## src/rtl/paddle_pkg.sv

```systemverilog
// rtl/paddle_pkg.sv - shared types, widths and helpers for the paddle generator
//
// Purpose : common declarations imported by paddle_gen and paddle_array.
// Contents: POS_W/COL_W/SEG_W width constants, paddle FSM state type,
//           clamp_top() helper that keeps a paddle fully inside the visible area.
package paddle_pkg;

  localparam int POS_W = 8;   // paddle top line width
  localparam int COL_W = 9;   // pixel column / line number width
  localparam int SEG_W = 3;   // segment code width

  typedef enum logic [1:0] {
    IDLE   = 2'd0,
    ACTIVE = 2'd1,
    DONE   = 2'd2
  } pad_state_t;

  // Returns min(vpos, max_top). When the clamp bites, max_top is below vpos
  // and therefore fits in POS_W bits.
  function automatic logic [9:0] clamp_top(input logic [POS_W-1:0] vpos,
                                           input logic [9:0]       max_top);
    logic [9:0] v;
    v = {2'b00, vpos};
    return (v > max_top) ? max_top : v;
  endfunction

endpackage

```

## src/rtl/paddle_gen.sv

```systemverilog
// rtl/paddle_gen.sv - one paddle: shadow top latch, line FSM, segment code, window
//
// Purpose : generates a single vertical paddle bar. The top line is latched at
//           frame start, a small FSM tracks the lines the paddle covers and a
//           line counter yields the 3-bit segment code used for ball angle.
//           All outputs are registered, lagging hcount/vcount by one cycle.
// Optional: PADDLE_SHRINK_EN adds i_shrink; when high at frame start that
//           frame uses half the paddle height for clamp, length and segments.
// Ports   :
//   i_clk, i_reset        pixel clock, asynchronous active-high reset
//   i_line_stb            one-cycle pulse at the start of each line
//   i_frame_stb           one-cycle pulse at the start of line 0
//   i_hcount, i_vcount    current pixel column / line
//   i_attract_n           low blanks o_pad only
//   i_vpos, i_hpos        paddle top line / left column
//   i_shrink              (PADDLE_SHRINK_EN only) half-height request
//   o_pad                 paddle video bit
//   o_seg                 segment code 0..7, top to bottom, 0 when inactive
//   o_vactive             paddle covers the current line
module paddle_gen
  import paddle_pkg::*;
#(
  parameter int PAD_HEIGHT    = 16,
  parameter int PAD_WIDTH     = 4,
  parameter int VISIBLE_LINES = 256
) (
  input  logic             i_clk,
  input  logic             i_reset,
  input  logic             i_line_stb,
  input  logic             i_frame_stb,
  input  logic [COL_W-1:0] i_hcount,
  input  logic [COL_W-1:0] i_vcount,
  input  logic             i_attract_n,
  input  logic [POS_W-1:0] i_vpos,
  input  logic [COL_W-1:0] i_hpos,
`ifdef PADDLE_SHRINK_EN
  input  logic             i_shrink,
`endif
  output logic             o_pad,
  output logic [SEG_W-1:0] o_seg,
  output logic             o_vactive
);

  localparam int               CNT_W        = $clog2(PAD_HEIGHT);
  localparam int               HALF_HEIGHT  = PAD_HEIGHT / 2;
  localparam logic [9:0]       MAX_TOP_FULL = 10'(VISIBLE_LINES - PAD_HEIGHT);
  localparam logic [9:0]       MAX_TOP_HALF = 10'(VISIBLE_LINES - HALF_HEIGHT);
  localparam logic [CNT_W-1:0] LAST_FULL    = CNT_W'(PAD_HEIGHT - 1);
  localparam logic [CNT_W-1:0] LAST_HALF    = CNT_W'(HALF_HEIGHT - 1);

  pad_state_t       r_state;
  logic [POS_W-1:0] r_top;
  logic [CNT_W-1:0] r_cnt;
  logic             r_valid;   // a top has been latched since reset
  logic             r_pad;
  logic [SEG_W-1:0] r_seg;
  logic             r_vact;

  pad_state_t       w_state_next;
  logic [POS_W-1:0] w_top_next;
  logic [CNT_W-1:0] w_cnt_next;
  logic             w_valid_next;
  logic             w_shrink_in;
  logic             w_shrunk_cur;
  logic             w_shrunk_next;
  logic [9:0]       w_max_top;
  logic [POS_W-1:0] w_top_clamped;
  logic [CNT_W-1:0] w_last_cnt;
  logic [9:0]       w_win_lo;
  logic [9:0]       w_win_hi;
  logic [9:0]       w_col;
  logic             w_hwin;
  logic             w_active_next;
  logic [SEG_W-1:0] w_seg_full;
  logic [SEG_W-1:0] w_seg_half;
  logic [SEG_W-1:0] w_seg_next;

`ifdef PADDLE_SHRINK_EN
  logic r_shrunk;

  assign w_shrink_in  = i_shrink;
  assign w_shrunk_cur = r_shrunk;

  always_ff @(posedge i_clk or posedge i_reset) begin
    if (i_reset) begin
      r_shrunk <= 1'b0;
    end else begin
      r_shrunk <= w_shrunk_next;
    end
  end
`else
  assign w_shrink_in  = 1'b0;
  assign w_shrunk_cur = 1'b0;
`endif

  // The shrink choice is sampled together with the top at frame start.
  assign w_shrunk_next = i_frame_stb ? w_shrink_in : w_shrunk_cur;

  assign w_max_top     = w_shrink_in ? MAX_TOP_HALF : MAX_TOP_FULL;
  assign w_top_clamped = POS_W'(clamp_top(i_vpos, w_max_top));
  assign w_last_cnt    = w_shrunk_cur ? LAST_HALF : LAST_FULL;

  // 10-bit window bounds so a paddle near column 511 never wraps to column 0.
  assign w_col    = {1'b0, i_hcount};
  assign w_win_lo = {1'b0, i_hpos};
  assign w_win_hi = w_win_lo + 10'(PAD_WIDTH);
  assign w_hwin   = (w_col >= w_win_lo) && (w_col < w_win_hi);

  always_ff @(posedge i_clk or posedge i_reset) begin
    if (i_reset) begin
      r_state <= IDLE;
      r_top   <= '0;
      r_cnt   <= '0;
      r_valid <= 1'b0;
    end else begin
      r_state <= w_state_next;
      r_top   <= w_top_next;
      r_cnt   <= w_cnt_next;
      r_valid <= w_valid_next;
    end
  end

  // frame_stb restarts the paddle from IDLE and immediately tests the newly
  // latched top, so a paddle at top 0 is active on line 0.
  always_comb begin
    w_state_next = r_state;
    w_top_next   = r_top;
    w_cnt_next   = r_cnt;
    w_valid_next = r_valid;
    if (i_frame_stb) begin
      w_top_next   = w_top_clamped;
      w_valid_next = 1'b1;
      w_cnt_next   = '0;
      w_state_next = (i_vcount == {1'b0, w_top_clamped}) ? ACTIVE : IDLE;
    end else if (i_line_stb) begin
      case (r_state)
        IDLE: begin
          if (r_valid && (i_vcount == {1'b0, r_top})) begin
            w_state_next = ACTIVE;
            w_cnt_next   = '0;
          end
        end
        ACTIVE: begin
          if (r_cnt == w_last_cnt) begin
            w_state_next = DONE;
          end else begin
            w_cnt_next = r_cnt + CNT_W'(1);
          end
        end
        DONE: begin
          w_state_next = DONE;
        end
        default: begin
          w_state_next = IDLE;
        end
      endcase
    end
  end

  // Outputs follow the state being entered this cycle, so the first pixel of
  // a line (the line_stb cycle itself) is already covered.
  assign w_active_next = (w_state_next == ACTIVE);
  assign w_seg_full    = SEG_W'((32'(w_cnt_next) * 8) / PAD_HEIGHT);
  assign w_seg_half    = SEG_W'((32'(w_cnt_next) * 8) / HALF_HEIGHT);
  assign w_seg_next    = w_shrunk_next ? w_seg_half : w_seg_full;

  always_ff @(posedge i_clk or posedge i_reset) begin
    if (i_reset) begin
      r_pad  <= 1'b0;
      r_seg  <= '0;
      r_vact <= 1'b0;
    end else begin
      r_vact <= w_active_next;
      r_seg  <= w_active_next ? w_seg_next : '0;
      r_pad  <= w_active_next & w_hwin & i_attract_n;
    end
  end

  assign o_pad     = r_pad;
  assign o_seg     = r_seg;
  assign o_vactive = r_vact;

endmodule

```

## src/rtl/paddle_array.sv

```systemverilog
// rtl/paddle_array.sv - NUM_PADDLES independent vertical paddle bars for the video path
//
// Purpose : instantiates one paddle_gen per paddle; paddles are fully
//           independent and overlapping paddles have no priority.
// Optional: PADDLE_SHRINK_EN adds the shrink input shared by all paddles.
// Ports   :
//   clk7_159              pixel clock
//   reset                 asynchronous active-high reset
//   line_stb, frame_stb   line / frame start pulses (frame_stb coincides with line_stb)
//   hcount, vcount        current pixel column / line
//   attract_n             low blanks every pad bit
//   pad_vpos              8 bits per paddle, paddle k in [8k+7:8k]
//   pad_hpos              9 bits per paddle, packed the same way
//   shrink                (PADDLE_SHRINK_EN only) half-height for the next frame
//   pad                   video bit per paddle
//   pad_seg               {d,c,b} segment code per paddle, 3 bits each
//   pad_vactive           paddle covers the current line
module paddle_array
  import paddle_pkg::*;
#(
  parameter int NUM_PADDLES   = 2,
  parameter int PAD_HEIGHT    = 16,
  parameter int PAD_WIDTH     = 4,
  parameter int VISIBLE_LINES = 256
) (
  input  logic                         clk7_159,
  input  logic                         reset,
  input  logic                         line_stb,
  input  logic                         frame_stb,
  input  logic [COL_W-1:0]             hcount,
  input  logic [COL_W-1:0]             vcount,
  input  logic                         attract_n,
  input  logic [POS_W*NUM_PADDLES-1:0] pad_vpos,
  input  logic [COL_W*NUM_PADDLES-1:0] pad_hpos,
`ifdef PADDLE_SHRINK_EN
  input  logic                         shrink,
`endif
  output logic [NUM_PADDLES-1:0]       pad,
  output logic [SEG_W*NUM_PADDLES-1:0] pad_seg,
  output logic [NUM_PADDLES-1:0]       pad_vactive
);

  for (genvar k = 0; k < NUM_PADDLES; k++) begin : g_pad
    paddle_gen #(
      .PAD_HEIGHT    (PAD_HEIGHT),
      .PAD_WIDTH     (PAD_WIDTH),
      .VISIBLE_LINES (VISIBLE_LINES)
    ) u_gen (
      .i_clk       (clk7_159),
      .i_reset     (reset),
      .i_line_stb  (line_stb),
      .i_frame_stb (frame_stb),
      .i_hcount    (hcount),
      .i_vcount    (vcount),
      .i_attract_n (attract_n),
      .i_vpos      (pad_vpos[POS_W*k +: POS_W]),
      .i_hpos      (pad_hpos[COL_W*k +: COL_W]),
`ifdef PADDLE_SHRINK_EN
      .i_shrink    (shrink),
`endif
      .o_pad       (pad[k]),
      .o_seg       (pad_seg[SEG_W*k +: SEG_W]),
      .o_vactive   (pad_vactive[k])
    );
  end

endmodule

```

## config.mk

```make
export PLATFORM = sky130hd
export DESIGN_NAME = paddle_array
export DESIGN_NICKNAME = d
export VERILOG_FILES = /design/src/rtl/paddle_pkg.sv /design/src/rtl/paddle_gen.sv /design/src/rtl/paddle_array.sv
export SDC_FILE = /design/constraint.sdc
export NUM_CORES = 1
export LEC_CHECK = 0
export CAP_MARGIN = 20
export CORE_MARGIN = 4
export CORE_UTILIZATION = 56
export CTS_CLUSTER_SIZE = 8
export DETAILED_ROUTE_END_ITERATION = 6
export PLACE_DENSITY = 0.87
export SKIP_CTS_REPAIR_TIMING = 1
export SKIP_LAST_GASP = 1
export SLEW_MARGIN = 25
export SYNTH_ARGS = -nofsm -noshare
export SYNTH_HDL_FRONTEND = slang
export SYNTH_SLANG_ARGS = --single-unit
```

## constraint.sdc

```tcl
create_clock -name clk7_159 -period 3.1 [get_ports clk7_159]
set_input_delay 0.93 -clock clk7_159 [delete_from_list [all_inputs] [get_ports clk7_159]]
set_output_delay 0.93 -clock clk7_159 [all_outputs]
set_load 0.005 [all_outputs]
```

== After elaboration in Yosys (flattened, before gate mapping) ==
Index checks and enable logic that the tools add are counted.

* Logic and storage cells: 82
* Output and inout bits: 10
* Bits in registers: 39
* Bits of input ports: 57

* Add/subtract/negate cells: 4
* Mux-type cells: 26
* Reduce and logical (&&, ||, !) cells: 11
* Equality and inequality tests: 16
* Bitwise logic cells: 4
* Magnitude comparators: 6

{| class="wikitable"
|+ Operators by type and width
! operator !! number
|-
| equality test 9 x 8 -> 1 bit || 4
|-
| two-way mux 4 bit || 8
|-
| adder 9 x 3 -> 10 bit, second input constant || 2
|-
| less-than comparator 9 x 10 -> 1 bit || 2
|-
| greater-or-equal comparator 9 bit || 2
|-
| > comparator 8 bit, second input constant || 2
|-
| two-way mux 2 bit || 8
|-
| two-way mux 8 bit || 2
|-
| one-hot mux 4 bit (2 select lines) || 2
|-
| one-hot mux 2 bit (3 select lines) || 2
|-
| adder 4 x 1 -> 4 bit, second input constant || 2
|-
| equality test 2 x 1 -> 1 bit, second input constant || 4
|-
| equality test 4 bit, second input constant || 2
|-
| AND reduction 4 bit || 2
|-
| two-way mux 3 bit || 2
|-
| != test 3 x 2 -> 1 bit, second input constant || 2
|-
| != test 3 bit, second input constant || 2
|-
| nonzero test 3 bit || 2
|-
| bitwise AND 1 bit || 4
|-
| equality test 2 bit, second input constant || 2
|-
| logical AND 1 bit || 4
|-
| logical NOT 2 bit || 2
|-
| two-way mux 1 bit || 2
|-
| nonzero test 2 bit || 1
|}

== Logic depth before layout (Yosys ltp) ==
* Word-level depth: 9
* Gate-level depth with buffers: 10

== Cells and area by module ==
Synthesis repeated with hierarchy kept, for this count alone.

* Cells, all modules: 344
* Area, all modules: 3125.5 µm²

{| class="wikitable"
|+ Modules (own cells, without submodules)
! module !! area each (µm²) !! sequential area each (µm²) !! times used !! cells an instance
|-
| paddle_gen (g_pad[0].u_gen) || 1574.0 || 500.5 || 1 || 172
|-
| paddle_gen (g_pad[1].u_gen) || 1551.5 || 500.5 || 1 || 172
|}

== Least setup slack after synthesis ==
Ideal clock, no wire load.

* Path type: input -> register
* Start point: input pad_hpos[2]
* End point: register g_pad[0].u_gen.r_pad
* Data required time: 3.014 ns
* Stages: 10
* Slack: 0.268 ns
* Data arrival time: 2.746 ns
* Path buffers: 0
* Cell sequence: inv_1 -> nor3_1 -> nand3_1 -> xnor2_1 -> ha_1 -> or4_1 -> a211o_1 -> a31oi_1 -> o31ai_1 -> nor3_1

* Word-level cells in the longest chain between the ends: 5

{| class="wikitable"
|+ RTL lines
! what !! line !! source
|-
| from (decl) || paddle_array.sv:34 || <nowiki>input logic [COL_W*NUM_PADDLES-1:0] pad_hpos,</nowiki>
|-
| adder 9 x 3 -> 10 bit || paddle_gen.sv:106 || <nowiki>assign w_win_hi = w_win_lo + 10'(PAD_WIDTH);</nowiki>
|-
| less-than comparator 9 x 10 -> 1 bit || paddle_gen.sv:107 || <nowiki>assign w_hwin = (w_col >= w_win_lo) && (w_col < w_win_hi);</nowiki>
|-
| logical AND 1 bit (*) || paddle_gen.sv:107 ||
|-
| bitwise AND 1 bit (*) (2 in series) || paddle_gen.sv:175 || <nowiki>r_pad <= w_active_next & w_hwin & i_attract_n;</nowiki>
|-
| to (signal assigned) || paddle_gen.sv:175 ||
|-
| to (decl) || paddle_gen.sv:55 || <nowiki>logic r_pad;</nowiki>
|}

Mark *: on every way between the ends. The rest lies on a longest branch, timed or not.
A chain may end at the register's enable or synchronous reset.

== Worst setup path after layout ==
* Start point: input pad_hpos[5]
* End point: register g_pad[0].u_gen.r_pad

Same word-level chain as after synthesis.

==> results.py <==
metrics = {
    "sta": {
        "fmax_mhz": 339.6,
        "whs_ns": 0.4897,
        "period_share": 0.9499,
        "tns_ns": 0,
        "tightestPinTransition_ns": 0.4871,
        "slew_headroom": 0.6753,
        "skew_ns": 0.005279,
        "final_hold_viol_count": 0,
        "setup_ws_ns": 0.1552,
        "setup_viol": 0,
        "grt_setup_unrepaired": "false",
        "min_period_ns": 2.945,
        "slew_violations": 0,
    },
    "floorplan": {
        "core_sq_mm": 0.005205,
        "num_io_pins": 67,
        "dieArea_sq_mm": 0.006749,
        "start_util": 0.5916,
        "die_width_um": 82.15,
        "rows": 26,
        "chipHeight_um": 82.15,
    },
    "critical_path": {
        "critPathSlowestCell": "clkdlybuf4s50_1",
        "worstPathRequired_ns": 3.31,
        "crit_path_max_incr_delay_ns": 0.53,
        "cp-end-kind": "flop",
        "crit_family": "simple AND/OR/NAND/NOR gates",
        "crit_arrival_ns": 3.16,
        "path_max_fanout": 3,
        "worst-path-buf-inv": 1,
        "cp-start-kind": "input port",
        "crit_type": "input port to flop",
        "path_cells": "clkdlybuf4s50_1, and3_4, nand3_1, xnor2_1, ha_2, or4_4, a211o_1, a31oi_1, o31ai_1, nor3_1",
    },
    "synth": {
        "syn_area_per_cell_sq_um": 8.899,
        "synthFlopType": "dfrtp_1",
        "yosysMostFrequentCell": "dfrtp_1",
        "synth_area_sq_mm": 0.003079,
        "seq_area_frac_synth": 0.3169,
        "syn-num-nets": 439,
        "synth-edff-count": 0,
        "ys_ff_latch": 39,
        "synthArstFlopShare": 1.000,
        "yosysUniqueCellTypes": 53,
        "yosys.area.top_type_share": 0.3169,
        "synth_top_cell_by_area": "dfrtp_1",
        "synth_top_cells_by_area": "dfrtp_1 (32%), ha_1 (15%), xnor2_1 (4.8%)",
        "ys_warn_count": 0,
        "syn_inst": 346,
        "synth_common_cells": "dfrtp_1 (39), inv_1 (37), ha_1 (36)",
    },
    "run_status": {
        "status": "complete, no violations",
    },
    "global_routing": {
        "grt_pass1_vias": 2903,
        "grt_max_degree": 41,
        "grt_pass1_wl_um": 12820,
        "grt_overflow_total": 0,
        "track_usage": 0.2448,
        "antenna_found_initial": 0,
    },
    "cts": {
        "htreeDepth": 2,
        "cts_tree": "yes",
        "cts_buffers": 5,
        "clk_pin_slew_ns": 0.08,
        "worstSkewPairLatency_ns": 0.29,
        "cts_root_buf": "clkbuf_8",
        "clockBufferDepth": 2,
        "numClockSinks": 39,
    },
    "route": {
        "ant_nets": 0,
        "top_layer_used": "met4",
        "route.met3.wl_um": 379,
        "drt-total-wl_um": 8151,
        "wl_met2_um": 4196,
        "drtPass1Iterations": 4,
        "wl_per_cell_um": 15.95,
        "drtIter0Drc": 93,
        "viasPerCell": 5.677,
        "drc_errors": 0,
        "vias": 2901,
        "wirelength_met1_um": 3426,
    },
    "final_layout": {
        "fill_cells": 318,
        "antenna_cells": 0,
        "fin_area_sq_mm": 0.004163,
        "area_growth_syn_to_layout_pct": 35.19,
        "fin_util": 0.7998,
        "layout-drive-gt1-share": 0.1565,
        "final_nets": 533,
    },
    "power": {
        "p_leak_uw": 0.001937,
        "vdd_drop_max_mv": 0.3965,
        "pwr_density_cell_mw_per_mm2": 325.8,
    },
    "min_path": {
        "min_path_type": "flop to flop",
    },
    "placed_design": {
        "gp_congestion": 0.9143,
        "placed_area_sq_mm": 0.003996,
        "hpwl_um": 6126,
        "port_buffers": 66,
        "post-place-ws_ns": -0.5078,
    },
    "flow_run": {
        "maxCapViolations": 0,
    },
}
-- cells by family after synthesis --
| kind of cell | after synthesis | share of synthesized area |
|---|---|---|
| AOI/OAI and AO/OA | 73 | 0.1532 |
| DFF | 39 | 0.3169 |
| xor gates and xnor gates | 33 | 0.09386 |
| and+or+nand+nor | 109 | 0.1951 |
| muxes | 8 | 0.02885 |
| adders and majority gates | 36 | 0.1463 |
| buffers and inverters | 48 | 0.06583 |
-- metal layers --
metal  up-vias  track usage
li1       1414            -
met1      1383       0.2982
met2        82       0.4321
met3        22      0.05315
met4         0      0.07143
met5         -            0
-- power by group --
part	total [uW]	internal, uW	switching [uW]
Combinational	379	198	180
Clock	429	240	189
Sequential	549	532	17.4
Total	1360	969	387
-- state kept, by name (all words and copies together) (netlist names) --
register / flops
g_pad.u_gen.o_pad: 2
g_pad.u_gen.r_state: 4
g_pad.u_gen.r_valid: 1
g_pad.u_gen.o_seg: 6
g_pad.u_gen.r_top: 16
g_pad.u_gen.r_cnt: 8
g_pad.u_gen.o_vactive: 2
-- final cells by class --
cell class / count / area, sq um / share of cell area
multi-input combinational: 259 / 1939 / 0.4659
timing repair buffer: 98 / 908.4 / 0.2182
tap: 70 / 87.58 / 0.02104
clock buffer: 5 / 68.82 / 0.01653
sequential: 39 / 975.9 / 0.2344
inverter: 37 / 138.9 / 0.03336
clock inverter: 3 / 43.79 / 0.01052
-- per-stage QoR --
stage,instances,total power [uW]
2_1_floorplan,346,743.9
3_3_place_gp,502,899.3
3_5_place_dp,502,916.6
4_1_cts,510,1345
5_1_grt,511,1421
6_report,511,1356
-- placed cells by master, fill, tap and decap left out, drive strengths merged, types with 7 or more instances in the layout --
| master | count |
|---|---|
| o21ai | 19 |
| buf | 32 |
| nor3 | 8 |
| a21oi | 20 |
| ha | 36 |
| xor2 | 16 |
| mux2 | 7 |
| nand3 | 18 |
| nand2b | 7 |
| xnor2 | 17 |
| inv | 37 |
| nor2b | 7 |
| nand2 | 19 |
| dfrtp | 39 |
| and3 | 8 |
| nor2 | 15 |
| clkdlybuf4s50 | 63 |
-- final timing paths --
kind | start | endpoint | slack, ns | cells past startpoint
min | g_pad[0].u_gen.r_valid | g_pad[0].u_gen.r_valid | 0.49 | 1
min in group asynchronous | reset | g_pad[1].u_gen.r_top[2] | 1.06 | 3
max | pad_hpos[5] | g_pad[0].u_gen.o_pad | 0.16 | 10
max in group asynchronous | reset | g_pad[0].u_gen.o_pad | 1.71 | 3
min reg2reg | g_pad[0].u_gen.r_valid | g_pad[0].u_gen.r_valid | 0.49 | 1
max reg2reg | g_pad[0].u_gen.r_top[1] | g_pad[0].u_gen.o_seg[1] | 1.17 | 6
Note: power is estimated with default switching activity, not from simulation.
